===== config.mk =====
export PLATFORM = sky130hd
export DESIGN_NAME = sub32_seq_flat
export DESIGN_NICKNAME = d
export VERILOG_FILES = /design/src/rtl/sub32_seq_if.sv /design/src/rtl/sub32_seq.sv /design/src/flat_wrapper.sv
export SDC_FILE = /design/constraint.sdc
export NUM_CORES = 1
export LEC_CHECK = 0
export ABC_AREA = 1
export BUFFER_PORTS_ARGS = -buffer_cell sky130_fd_sc_hd__buf_2
export CORE_ASPECT_RATIO = 1.5
export CORE_MARGIN = 3
export CORE_UTILIZATION = 58
export CTS_BUF_LIST = sky130_fd_sc_hd__clkbuf_2 sky130_fd_sc_hd__clkbuf_4 sky130_fd_sc_hd__clkbuf_8
export CTS_CLUSTER_SIZE = 20
export DETAILED_ROUTE_END_ITERATION = 10
export GPL_TIMING_DRIVEN = 0
export PLACE_DENSITY = 0.83
export SLEW_MARGIN = 30
export SYNTH_ARGS = -nofsm -noshare
export SYNTH_HDL_FRONTEND = slang
export SYNTH_SLANG_ARGS = --single-unit
export TNS_END_PERCENT = 5

===== constraint.sdc =====
create_clock -name clk -period 3.68 [get_ports clk]
set_input_delay 0.552 -clock clk [delete_from_list [all_inputs] [get_ports clk]]
set_output_delay 0.552 -clock clk [all_outputs]
set_load 0.05 [all_outputs]

===== src/rtl/sub32_seq_if.sv =====
// Operand/result handshake bundle for the byte-serial 32-bit subtractor.
// The producer/consumer side uses master; the subtractor uses slave.
interface sub32_seq_if;
   logic        in_valid;
   logic        in_ready;
   logic [32:1] A;
   logic [32:1] B;
   logic        b0;
   logic        out_valid;
   logic        out_ready;
   logic [32:1] D;
   logic        b32;
   logic        ovf;

   modport master (
      output in_valid, A, B, b0, out_ready,
      input  in_ready, out_valid, D, b32, ovf
   );

   modport slave (
      input  in_valid, A, B, b0, out_ready,
      output in_ready, out_valid, D, b32, ovf
   );
endinterface


===== src/rtl/sub32_seq.sv =====
// Byte-serial 32-bit subtractor: D = A - B - b0, one 8-bit slice per cycle
// with a registered borrow chain; result published only on entry to DONE.
module sub32_seq (
   input logic        clk,
   input logic        rst_n,
   sub32_seq_if.slave bus
);

   typedef enum logic [1:0] {
      IDLE = 2'd0,
      CALC = 2'd1,
      DONE = 2'd2
   } state_t;

   state_t      r_state;
   state_t      w_next;
   logic [1:0]  r_cnt;
   logic [32:1] r_a;
   logic [32:1] r_b;
   logic        r_bor;
   logic [24:1] r_res;
   logic [32:1] r_d;
   logic        r_b32;
   logic        r_ovf;

   logic [7:0]  w_a_sl;
   logic [7:0]  w_b_sl;
   logic [8:0]  w_diff;
   logic        w_bout;
   logic        w_ovf;

   // Bit 8 of the 9-bit result is the slice borrow-out.
   function automatic logic [8:0] sub_slice(input logic [7:0] a,
                                            input logic [7:0] b,
                                            input logic       bin);
      sub_slice = {1'b0, a} - {1'b0, b} - {8'd0, bin};
   endfunction

   always_comb begin
      w_a_sl = r_a[8:1];
      w_b_sl = r_b[8:1];
      case (r_cnt)
         2'd0: begin w_a_sl = r_a[8:1];   w_b_sl = r_b[8:1];   end
         2'd1: begin w_a_sl = r_a[16:9];  w_b_sl = r_b[16:9];  end
         2'd2: begin w_a_sl = r_a[24:17]; w_b_sl = r_b[24:17]; end
         default: begin w_a_sl = r_a[32:25]; w_b_sl = r_b[32:25]; end
      endcase
   end

   assign w_diff = sub_slice(w_a_sl, w_b_sl, r_bor);
   assign w_bout = w_diff[8];
   // Only meaningful on the top slice, where w_diff[7] is the sign of D.
   assign w_ovf  = (r_a[32] != r_b[32]) && (w_diff[7] != r_a[32]);

   always_ff @(posedge clk or negedge rst_n) begin
      if (!rst_n) r_state <= IDLE;
      else        r_state <= w_next;
   end

   always_comb begin
      w_next = r_state;
      case (r_state)
         IDLE:    if (bus.in_valid)  w_next = CALC;
         CALC:    if (r_cnt == 2'd3) w_next = DONE;
         DONE:    if (bus.out_ready) w_next = IDLE;
         default: w_next = IDLE;
      endcase
   end

   // The top slice goes straight to D, so the staging register holds 24 bits.
   always_ff @(posedge clk or negedge rst_n) begin
      if (!rst_n) begin
         r_cnt <= 2'd0;
         r_a   <= '0;
         r_b   <= '0;
         r_bor <= 1'b0;
         r_res <= '0;
         r_d   <= '0;
         r_b32 <= 1'b0;
         r_ovf <= 1'b0;
      end else begin
         case (r_state)
            IDLE: begin
               if (bus.in_valid) begin
                  r_a   <= bus.A;
                  r_b   <= bus.B;
                  r_bor <= bus.b0;
                  r_cnt <= 2'd0;
               end
            end
            CALC: begin
               r_bor <= w_bout;
               case (r_cnt)
                  2'd0: r_res[8:1]   <= w_diff[7:0];
                  2'd1: r_res[16:9]  <= w_diff[7:0];
                  2'd2: r_res[24:17] <= w_diff[7:0];
                  default: begin
                     r_d   <= {w_diff[7:0], r_res};
                     r_b32 <= w_bout;
                     r_ovf <= w_ovf;
                  end
               endcase
               if (r_cnt != 2'd3) r_cnt <= r_cnt + 2'd1;
            end
            default: ;
         endcase
      end
   end

   assign bus.in_ready  = (r_state == IDLE);
   assign bus.out_valid = (r_state == DONE);
   assign bus.D         = r_d;
   assign bus.b32       = r_b32;
   assign bus.ovf       = r_ovf;

endmodule


===== src/flat_wrapper.sv =====
// flat-port wrapper written by rule: the top's interface ports become plain ports
module sub32_seq_flat 
  (clk, rst_n, bus_in_valid, bus_A, bus_B, bus_b0, bus_out_ready, bus_in_ready, bus_out_valid, bus_D, bus_b32, bus_ovf);
  sub32_seq_if bus_i ();
  input logic clk;
  input logic rst_n;
  input wire logic [$bits(bus_i.in_valid)-1:0] bus_in_valid;
  input wire logic [$bits(bus_i.A)-1:0] bus_A;
  input wire logic [$bits(bus_i.B)-1:0] bus_B;
  input wire logic [$bits(bus_i.b0)-1:0] bus_b0;
  input wire logic [$bits(bus_i.out_ready)-1:0] bus_out_ready;
  output wire logic [$bits(bus_i.in_ready)-1:0] bus_in_ready;
  output wire logic [$bits(bus_i.out_valid)-1:0] bus_out_valid;
  output wire logic [$bits(bus_i.D)-1:0] bus_D;
  output wire logic [$bits(bus_i.b32)-1:0] bus_b32;
  output wire logic [$bits(bus_i.ovf)-1:0] bus_ovf;
  assign bus_i.in_valid = bus_in_valid;
  assign bus_i.A = bus_A;
  assign bus_i.B = bus_B;
  assign bus_i.b0 = bus_b0;
  assign bus_i.out_ready = bus_out_ready;
  assign bus_in_ready = bus_i.in_ready;
  assign bus_out_valid = bus_i.out_valid;
  assign bus_D = bus_i.D;
  assign bus_b32 = bus_i.b32;
  assign bus_ovf = bus_i.ovf;
  sub32_seq u_core (.clk(clk), .rst_n(rst_n), .bus(bus_i));
endmodule

# [Word level (Yosys, flattened, before mapping)]
# Cells that the tools add are included.
# Widths: inputs -> output; s select.
[totals] wordCells=51 output_inout_bits=36 register_bits=127
[op_classes] n_mux=11 eq_ne=12 n_addsub=3 bitwise=1 reduce_logical=13
[ops] op="$pmux 8 s3" count=2
[ops] op="$reduce_and 2->1" count=6
[ops] op="$mux 2" count=5
[ops] op="$sub 8x8->9" count=1
[ops] op="$sub 9x1->9" count=1
[ops] op="$eq 2x2->1 const B" count=3
[ops] op="$ne 2x2->1 const B" count=3
[ops] op="$pmux 2 s3" count=1
[ops] op="$reduce_and 3->1" count=2
[ops] op="$eq 2x1->1 const B" count=2
[ops] op="$logic_not 2->1" count=2
[ops] op="$ne 2x1->1 const B" count=2
[ops] op="$pmux 2 s2" count=1
[ops] op="$reduce_or 3->1" count=1
[ops] op="$add 2x1->2 const B" count=1
[ops] op="$ne 1x1->1" count=2
[ops] op="$pmux 1 s2" count=1
[ops] op="$reduce_bool 2->1" count=1
[ops] op="$logic_and 1x1->1" count=1
[ops] op="$mux 1" count=1
[ops] op="$not 1->1" count=1

# [Logic depth before layout (Yosys ltp)]
# Gate-level depths: netlist (run 1).
[depth] word_depth=6 mapped_depth=21

# [Worst setup path before layout (run 1)]
# OpenSTA, ideal clock, no wires.
[synth_timing] path_kind="reg2reg" startpoint="register u_core.r_cnt[0]" endpoint="register u_core.r_res[7] (netlist bit)" required_ns=3.557 t_arrival_ns=2.737 slack_ns=0.820 period_less_slack_ns=2.860 setup_time_ns=0.123 path_stages_with_launch=19 path_cell_list="dfrtp_1 inv_1 ha_1 buf_6 clkbuf_1 a21oi_1 a31oi_1 fa_1 inv_1 fa_1 nor2_2 o21bai_2 nand2_1 nand2_1 nand2_1 nand2_1 or2_1 nand2_2 o21ai_1"
[synth_between] elab_chain_len=4 word_cells_on_any_way=8 classes_between="add/sub (2); eq/ne (2); mux (2); reduce/logical (2)"
[synth_lines] item="start: declaration" line_no="sub32_seq.sv:17" rtl="logic [1:0] r_cnt;"
[synth_lines] item="start signal: assignment" line_no="sub32_seq.sv:103" rtl="if (r_cnt != 2'd3) r_cnt <= r_cnt + 2'd1;"
[synth_lines] item="$eq 2x2->1, or another cell as far along" line_no="sub32_seq.sv:42" rtl="case (r_cnt)"
[synth_lines] item="$pmux 8 s3" line_no="sub32_seq.sv:42"
[synth_lines] item="$sub 8x8->9" line_no="sub32_seq.sv:36" rtl="sub_slice = {1'b0, a} - {1'b0, b} - {8'd0, bin};"
[synth_lines] item="$sub 9x1->9" line_no="sub32_seq.sv:36"
[synth_lines] item="end: declaration" line_no="sub32_seq.sv:21" rtl="logic [24:1] r_res;"
# Parallel ways exist; a longest one is shown, timed or not.
# A chain may end at the register's enable or synchronous reset.

# [Worst setup path after layout (run 1)]
# Ends and elaborated chain as after synthesis.

==> metrics.csv, run 1 <==
metric,value,unit
core-area,9690,um2
final_hold_viol_count,1,
whs,-0.000866,ns
cp_cell_sequence,"inv_1, ha_1, buf_6, clkbuf_1, a21oi_1, a31oi_1, fa_1, inv_1, fa_1, nor2_2, o21bai_2, nand2_1, nand2_1, nand2_1, nand2_1, or2_1, nand2_2, o21ai_1",
synth_flop_cell,dfrtp_1,
grt_max_degree,81,
failed_checks,hold timing,
slew_headroom,66.0,%
post_cts_buffers,0,
dieArea,11200,um2
wl_per_cell,14.8,um
ys_ff_latch,127,
track_usage,26.4,%
grt_pass1_wl,22700,um
antenna_found_initial,0,
drc_errors,0,
via_count,5002,
slew_viol_final,0,
area_growth,20.3,%
clkSinkCount,127,
n_antenna_cell,0,
dpl.hpwl,10200,um
drtAntennaViolNets,0,
drive_gt1_share,21.2,%
cpMostUsedCell,nand2_1,
clockBufferDepth,2,
mostFrequentLayoutCells,"349 x nand2_1, 127 x dfrtp_1, 112 x buf_2",
cts_tree,done,
synth-edff-count,0,
drtIter0Drc,278,
die_w,87.5,um
drv_cap,0,
place_congestion,0.900,
endpoint_kind,flop,
numCtsBuffers,17,
cpMaxStageDelayCell,fa_1,
worst_pin_slew,0.506,ns
hold_path_class,input pin to async pin,
finClkSkew,0.0142,ns
io_pins,105,
cts.clk_slew.worst_paths,0.07,ns
cp.required,4.01,ns
post-route-period-util,90.8,%
initial_utilization,59.7,%
grt.overflow.total,0,
ys_warn_count,0,
rsz0062_at_grt,no,
fin_setup_tns,0,ns
die-height,128,um
arrival,3.67,ns
port_buffers,104,
worstPathMaxFanout,10,
crit_path_max_incr_delay,0.44,ns
final_nets,900,
root_buffer,clkbuf_8,
routed_wl,13900,um
htree_levels,4,
synthArstFlopShare,100,%
grt_pass1_vias,4965,
dr.pass1.iters,4,
synth.distinct_cells,33,
via_per_inst,5.32,
final_common_cell,nand2_1,
finalSetupViolations,0,
avgSynthCellArea,8.39,um2
insertion_delay,0.45,ns
synthCells,689,
netlist_area,5780,um2
fmax,299,MHz
period_minus_slack,3.34,ns
synth_fp_nets,777,
rows,44,
cp-start-kind,flop,
critPathKind,flop to flop,
status,"complete, but fails checks",
synth-seq-area-share,55.0,%
-- routing by layer --
| metal | GRT usage (%) | share of wire [%] |
|---|---|---|
| met4 | 14.9 | 5.0 |
| met2 | 45.1 | 51 |
| met1 | 29.8 | 38 |
| met5 | 0 | 0 |
| met3 | 6.17 | 5.6 |
-- final timing paths --
check | to | slack [ns] | depth (start not counted) | from
hold reg to reg | u_core.bus.D[9]$_DFFE_PN0P_ | 0.47 | 2 | u_core.bus.D[9]$_DFFE_PN0P_
setup reg to reg | u_core.r_res[7]$_DFFE_PN0P_ | 0.34 | 18 | u_core.r_cnt[0]$_DFFE_PN0P_
setup / recovery | u_core.r_res[7]$_DFFE_PN0P_ | 0.34 | 18 | u_core.r_cnt[0]$_DFFE_PN0P_
max in group asynchronous | u_core.r_a[27]$_DFFE_PN0P_ | 2.99 | 2 | rst_n
min in group clk | u_core.r_b[19]$_DFFE_PN0P_ | 0.30 | 3 | bus_B[18]
hold / removal | u_core.bus.D[19]$_DFFE_PN0P_ | -0.0009 | 1 | rst_n
-- critical path: cells and delay by family (launching register included) --
kind,cells,cell delay (ns)
buffers and inverters,4,0.69
AO/OA/AOI/OAI,4,0.59
adder cells (fa/ha/maj),3,0.85
flip-flops,1,0.42
AND/OR/NAND/NOR,7,0.70
-- sequential cells by signal, indices dropped and copies added (netlist names) --
signal,count
u_core.bus.D,32
u_core.r_a,32
u_core.r_b,32
u_core.r_res,24
u_core.r_cnt,2
u_core.r_state,2
u_core.bus.b32,1
u_core.bus.ovf,1
u_core.r_bor,1
-- cell type report --
cell class | instances | area, um2
sequential | 127 | 3180
fill | 767 | 2730
multi-input combinational | 484 | 2250
timing repair buffer | 105 | 558
clock buffer | 20 | 269
clock inverter | 12 | 208
buffer | 31 | 176
inverter | 46 | 173
tap | 115 | 144
-- kinds of logic after synthesis --
kind of cell             share of synthesized area [%]
adder cells (fa/ha/maj)                           4.37
AO/OA/AOI/OAI                                     8.72
buffers and inverters                             6.10
XOR/XNOR                                         0.736
AND/OR/NAND/NOR                                   25.1
flip-flops                                        55.0
-- synthesized netlist by cell type, drive strengths merged, types with 2 or more instances --
| cell type | n | area (um2) |
|---|---|---|
| o21ai | 45 | 244 |
| ha | 17 | 213 |
| buf | 19 | 131 |
| a21oi | 11 | 58.8 |
| a22o | 7 | 61.3 |
| inv | 46 | 173 |
| nand3 | 8 | 40.0 |
| fa | 2 | 40.0 |
| clkbuf | 13 | 48.8 |
| xor2 | 3 | 33.8 |
| dfrtp | 127 | 3180 |
| nand2 | 354 | 1340 |
| nor2 | 14 | 57.6 |
| o22ai | 7 | 43.8 |
| a31oi | 7 | 43.8 |
-- through the flow --
| step | cells | util [%] | worst slack, ns | hold WS, ns | instance area [um2] |
|---|---|---|---|---|---|
| finish | 940 | 71.8 | 0.340 | -0.000866 | 6960 |
| global route | 940 | 71.8 | 0.0648 | 0.00517 | 6960 |
| CTS | 941 | 71.8 | 0.245 | 0.00376 | 6960 |
| detailed placement | 909 | 66.9 | 0.280 | 0.457 | 6480 |
| global placement | 908 | 66.5 | 0.364 | 0.454 | 6450 |
| floorplan | 689 | - | 0.820 | 0.256 | 5780 |
-- repair_timing --
item	in CTS	in global routing
hold buffers	0	0
gates resized for setup	0	0
endpoints found under the setup margin	0	3
Power of run 1 is left out: the tool's default activity adds up to more than one toggle a clock period on the data nets, which glitch-free logic cannot reach.
==> inputs of run 2 (changes only) <==
CORE_MARGIN = 2   (was 3)
SETUP_SLACK_MARGIN = 0.1   (was default)
==> run 2 against run 1 <==
Effect of this change: flip-flop and latch count is the same; first-iteration DRC count grew 12%; via count shrank 1.2%; the run now ends clean; core utilization shrank 0.76 points; register-to-register slack gained 0.04 ns; non-clock buffer count shrank 2; global-route usage grew 0.65 points; clock-buffer cell count shrank 2.
==> metrics.csv, run 2 (same netlist as run 1, synthesis figures left out) <==
metric,value,unit,change
antenna_found_initial,0,,unchanged
via_count,4943,,-1.2%
cts_resized,0,,unchanged
post_dp_cell_area,6480,um2,unchanged
die-height,126,um,-1.6%
cp_cell_sequence,"ha_1, clkbuf_1, a21oi_1, a31oi_1, fa_1, inv_1, fa_1, nor2_2, o21bai_2, nand2_1, nand2_1, nand2_1, nand2_1, or2_1, nand2_2, o21ai_1",,
cpMostUsedCell,nand2_1,,
core-area,9690,um2,unchanged
worstPathMaxFanout,10,,unchanged
die_w,85.5,um,-2.3%
drc_errors,0,,unchanged
port_buffers,104,,unchanged
final_nets,898,,-0.22%
fmax,303,MHz,+1.1%
final_common_cell,nand2_1,,
drv_cap,0,,unchanged
cts_tree,done,,
post-route-period-util,89.7,%,-1.0 points
cts.clk_slew.worst_paths,0.07,ns,about the same
status,completed,,
insertion_delay,0.44,ns,about the same
wl_per_cell,14.7,um,-0.42%
mostFrequentLayoutCells,"349 x nand2_1, 127 x dfrtp_1, 112 x buf_2",,
rows,44,,unchanged
dieArea,10800,um2,-3.8%
drtIter0Drc,310,,+12%
finClkSkew,0.0152,ns,+0.00103 ns
rsz0062_at_grt,no,,
post_cts_buffers,0,,unchanged
clkSinkCount,127,,unchanged
routed_wl,13800,um,-0.63%
worst_pin_slew,0.517,ns,+0.0110 ns
cp.required,3.99,ns,-0.02 ns
clockBufferDepth,2,,unchanged
initial_utilization,59.7,%,unchanged
place_congestion,0.920,,+2.2%
critPathKind,flop to flop,,
cpMaxStageDelayCell,clkbuf_1,,
grt_pass1_wl,22600,um,-0.49%
slew_headroom,65.5,%,-0.49 points
hold_path_class,input pin to async pin,,
arrival,3.62,ns,-0.05 ns
grt.overflow.total,0,,unchanged
dr.pass1.iters,6,,+2
io_pins,105,,unchanged
n_antenna_cell,0,,unchanged
htree_levels,4,,unchanged
grt_pass1_vias,5015,,+1.0%
grt_max_degree,80,,-1.2%
stdcell_area,6880,um2,-1.1%
drtAntennaViolNets,0,,unchanged
cp-start-kind,flop,,
via_per_inst,5.27,,-0.97%
n_fill_cell,777,,+1.3%
root_buffer,clkbuf_8,,
track_usage,27.1,%,+0.65 points
period_minus_slack,3.30,ns,-0.0379 ns
holdBufCountCts,0,,unchanged
finalCoreUtilization,71.0,%,-0.76 points
dpl.hpwl,10200,um,about the same
crit_path_max_incr_delay,0.46,ns,+0.02 ns
fin_setup_tns,0,ns,unchanged
final_hold_viol_count,0,,-1
endpoint_kind,flop,,
drive_gt1_share,21.3,%,+0.052 points
slew_viol_final,0,,unchanged
area_growth,19.0,%,
numCtsBuffers,17,,unchanged
finalSetupViolations,0,,unchanged
[run 2: cell count changes in the layout (fill, tap and decap cells not counted), sizes merged]
cell | before | now
inv | 47 | 46
clkbuf | 32 | 28
clkinv | 3 | 6
bufinv | 5 | 3
clkinvlp | 3 | 5
[run 2: metal layers]
layer / vias up / wire length [um] / track usage [%]
met5: - / 0 / 0
met4: 0 / 634 / 16.0
met3: 48 / 694 / 5.37
met2: 185 / 7220 / 47.5
met1: 2311 / 5230 / 29.9
li1: 2399 / - / -
[run 2: final cells by class]
| type | count | area [um2] | area share (%) |
|---|---|---|---|
| flip-flops and latches | 127 | 3180 | 46.2 |
| multi-input cells | 484 | 2250 | 32.7 |
| repair buffers | 105 | 558 | 8.11 |
| clock buffers | 18 | 241 | 3.51 |
| inverters | 46 | 173 | 2.51 |
| clock inverters | 14 | 169 | 2.45 |
| plain buffers | 29 | 169 | 2.45 |
| well taps | 115 | 144 | 2.09 |
[run 2: worst max-delay path, delay by kind of cell, from the launching register on]
| kind | cells | cell delay, ns |
|---|---|---|
| adders and majority gates | 3 | 1.01 |
| and+or+nand+nor | 7 | 0.72 |
| buffers and inverters | 2 | 0.53 |
| AOI/OAI and AO/OA | 4 | 0.53 |
| DFF | 1 | 0.40 |
[run 2: path summary, 6_finish.rpt]
check / to / slack [ns] / from / depth (start not counted)
hold reg to reg: u_core.bus.D[14]$_DFFE_PN0P_ / 0.47 / u_core.r_res[14]$_DFFE_PN0P_ / 2
min in group clk: u_core.r_b[14]$_DFFE_PN0P_ / 0.30 / bus_B[13] / 3
hold / removal: u_core.bus.D[19]$_DFFE_PN0P_ / 0.005 / rst_n / 1
setup / recovery: u_core.r_res[7]$_DFFE_PN0P_ / 0.38 / u_core.r_cnt[1]$_DFFE_PN0P_ / 16
max in group asynchronous: u_core.r_a[23]$_DFFE_PN0P_ / 2.99 / rst_n / 2
setup reg to reg: u_core.r_res[7]$_DFFE_PN0P_ / 0.38 / u_core.r_cnt[1]$_DFFE_PN0P_ / 16
[run 2: metrics by stage]
stage	std cells	hold WS [ns]	setup slack [ns]
6_report	938	0.00513	0.378
5_1_grt	938	0.0257	0.117
4_1_cts	941	0.0104	0.301
3_5_place_dp	909	0.456	0.314
3_3_place_gp	908	0.452	0.345
2_1_floorplan	689	0.256	0.820
Power of run 2 is left out for the same reason.
==> inputs of run 3 (changes only) <==
CORE_UTILIZATION = 55   (was 58)
CTS_CLUSTER_DIAMETER = 60   (was default)
GPL_TIMING_DRIVEN = default   (was 0)
PLACE_DENSITY = 0.79   (was 0.83)
==> run 3 against run 2 <==
Effect of this change: non-clock buffer count shrank 25; global-route usage shrank 2.7 points; final area shrank 1.2%; routed wire length is 5.8% lower; core utilization is 4.3 points lower; die area up 5.2%; first-iteration DRC count shrank 19%; critical endpoint is now u_core.r_res[15]$_DFFE_PN0P_; maximum frequency up 4.1%; critical path depth unchanged; via count fell by 3.6%; flip-flop and latch count unchanged; worst hold slack improved by 0.16 ns.
==> metrics.csv, run 3 (same netlist as run 1, synthesis figures left out) <==
metric,value,unit,change
status,completed,,
post_cts_buffers,0,,unchanged
finClkSkew,0.00743,ns,-0.00777 ns
fmax,315,MHz,+4.1%
instances_no_fill,939,,+0.11%
drive_gt1_share,20.1,%,-1.2 points
n_antenna_cell,0,,unchanged
slew_viol_final,0,,unchanged
endpoint_kind,flop,,
die-height,130,um,+2.6%
final_hold_viol_count,0,,unchanged
cp_cell_sequence,"inv_1, ha_1, a21oi_1, a31oi_1, ha_1, inv_1, ha_1, inv_1, o21bai_2, nand2_1, nand2_1, nand2_1, nand2_1, or2_1, nand2_2, o21ai_1",,
area_growth,17.6,%,
placed_cells,907,,-0.22%
final_common_cell,nand2_1,,
cpMaxStageDelayCell,ha_1,,
grt.overflow.total,0,,unchanged
drc_errors,0,,unchanged
arrival,3.48,ns,-0.14 ns
port_buffers,104,,unchanged
mostFrequentLayoutCells,"349 x nand2_1, 127 x dfrtp_1, 103 x buf_2",,
clkSinkCount,127,,unchanged
routed_wl,13000,um,-5.8%
cts_tree,done,,
dp_slack,0.501,ns,+0.186 ns
clockBufferDepth,2,,unchanged
grt_pass1_vias,4593,,-8.4%
cp.required,3.99,ns,about the same
root_buffer,clkbuf_8,,
io_pins,105,,unchanged
slew_headroom,40.9,%,-25 points
antenna_found_initial,0,,unchanged
drtIter0Drc,250,,-19%
rsz0062_at_grt,no,,
via_per_inst,5.08,,-3.7%
critPathKind,flop to flop,,
cts_resized,0,,unchanged
htree_levels,4,,unchanged
initial_utilization,56.7,%,-2.9 points
place_congestion,0.852,,-7.3%
post_dp_cell_area,6350,um2,-2.0%
core-area,10200,um2,+5.2%
worst_pin_slew,0.884,ns,+0.366 ns
stdcell_area,6800,um2,-1.2%
worstPathMaxFanout,17,,+7
drv_cap,0,,unchanged
grt_max_degree,69,,-14%
fin_setup_tns,0,ns,unchanged
dr.pass1.iters,4,,-2
die_w,87.7,um,+2.6%
holdBufCountCts,0,,unchanged
cpMostUsedCell,nand2_1,,
numCtsBuffers,17,,unchanged
crit_path_max_incr_delay,0.58,ns,+0.12 ns
dieArea,11400,um2,+5.2%
final_nets,873,,-2.8%
rows,45,,+2.3%
period_minus_slack,3.17,ns,-0.129 ns
dpl.hpwl,9180,um,-10%
grt_pass1_wl,21300,um,-5.7%
post-route-period-util,86.2,%,-3.5 points
cp-start-kind,flop,,
cts.clk_slew.worst_paths,0.07,ns,about the same
hold_path_class,input pin to async pin,,
track_usage,24.4,%,-2.7 points
postLayoutSetupSlackWorst,0.507,ns,+0.129 ns
via_count,4766,,-3.6%
finalSetupViolations,0,,unchanged
wl_per_cell,13.8,um,-5.9%
insertion_delay,0.44,ns,about the same
drtAntennaViolNets,0,,unchanged
[run 3: cell count changes in the layout (fill, tap and decap cells not counted), sizes merged]
cell | previous run | this run
buf | 124 | 109
bufinv | 3 | 4
clkbuf | 28 | 22
clkinv | 6 | 5
clkinvlp | 5 | 2
inv | 46 | 45
[run 3: stage by stage]
step	hold slack (ns)	util [%]
6_report	0.164	66.7
3_3_place_gp	0.455	62.3
3_5_place_dp	0.449	62.3
5_1_grt	0.206	66.7
2_1_floorplan	0.256	-
4_1_cts	0.169	66.7
[run 3: final timing paths]
path	startpoint	end	slack, ns	cells after the start
min in group clk	bus_out_ready	u_core.r_state[1]$_DFFE_PN0P_	0.30	2
worst max-delay path	u_core.r_cnt[0]$_DFFE_PN0P_	u_core.r_res[15]$_DFFE_PN0P_	0.51	16
max in group asynchronous	rst_n	u_core.bus.D[31]$_DFFE_PN0P_	2.78	2
worst min register to register	u_core.r_res[1]$_DFFE_PN0P_	u_core.bus.D[1]$_DFFE_PN0P_	0.46	2
worst max register to register	u_core.r_cnt[0]$_DFFE_PN0P_	u_core.r_res[15]$_DFFE_PN0P_	0.51	16
worst min-delay path	rst_n	u_core.bus.D[10]$_DFFE_PN0P_	0.16	1
[run 3: critical path, delay by kind of cell, from the launching register on]
family | cells | cell delay [ns]
compound gates | 4 | 0.64
simple gates | 6 | 0.52
fa+ha+maj | 3 | 1.12
buf+inv | 3 | 0.33
flops | 1 | 0.42
[run 3: per-layer routing]
| layer | share of wire (%) | GRT usage (%) |
|---|---|---|
| met1 | 41 | 29.6 |
| met2 | 51 | 40.2 |
| met4 | 3.6 | 12.3 |
| met3 | 4.7 | 5.80 |
| met5 | 0 | 0 |
[run 3: area by class of cell]
cell class | count | area (um2)
fillers | 843 | 3390
clock buffers | 22 | 290
repair buffers | 109 | 573
flip-flops and latches | 127 | 3180
inverters | 46 | 174
well taps | 141 | 176
clock inverters | 10 | 159
multi-input cells | 484 | 2250
Power of run 3 is left out for the same reason.
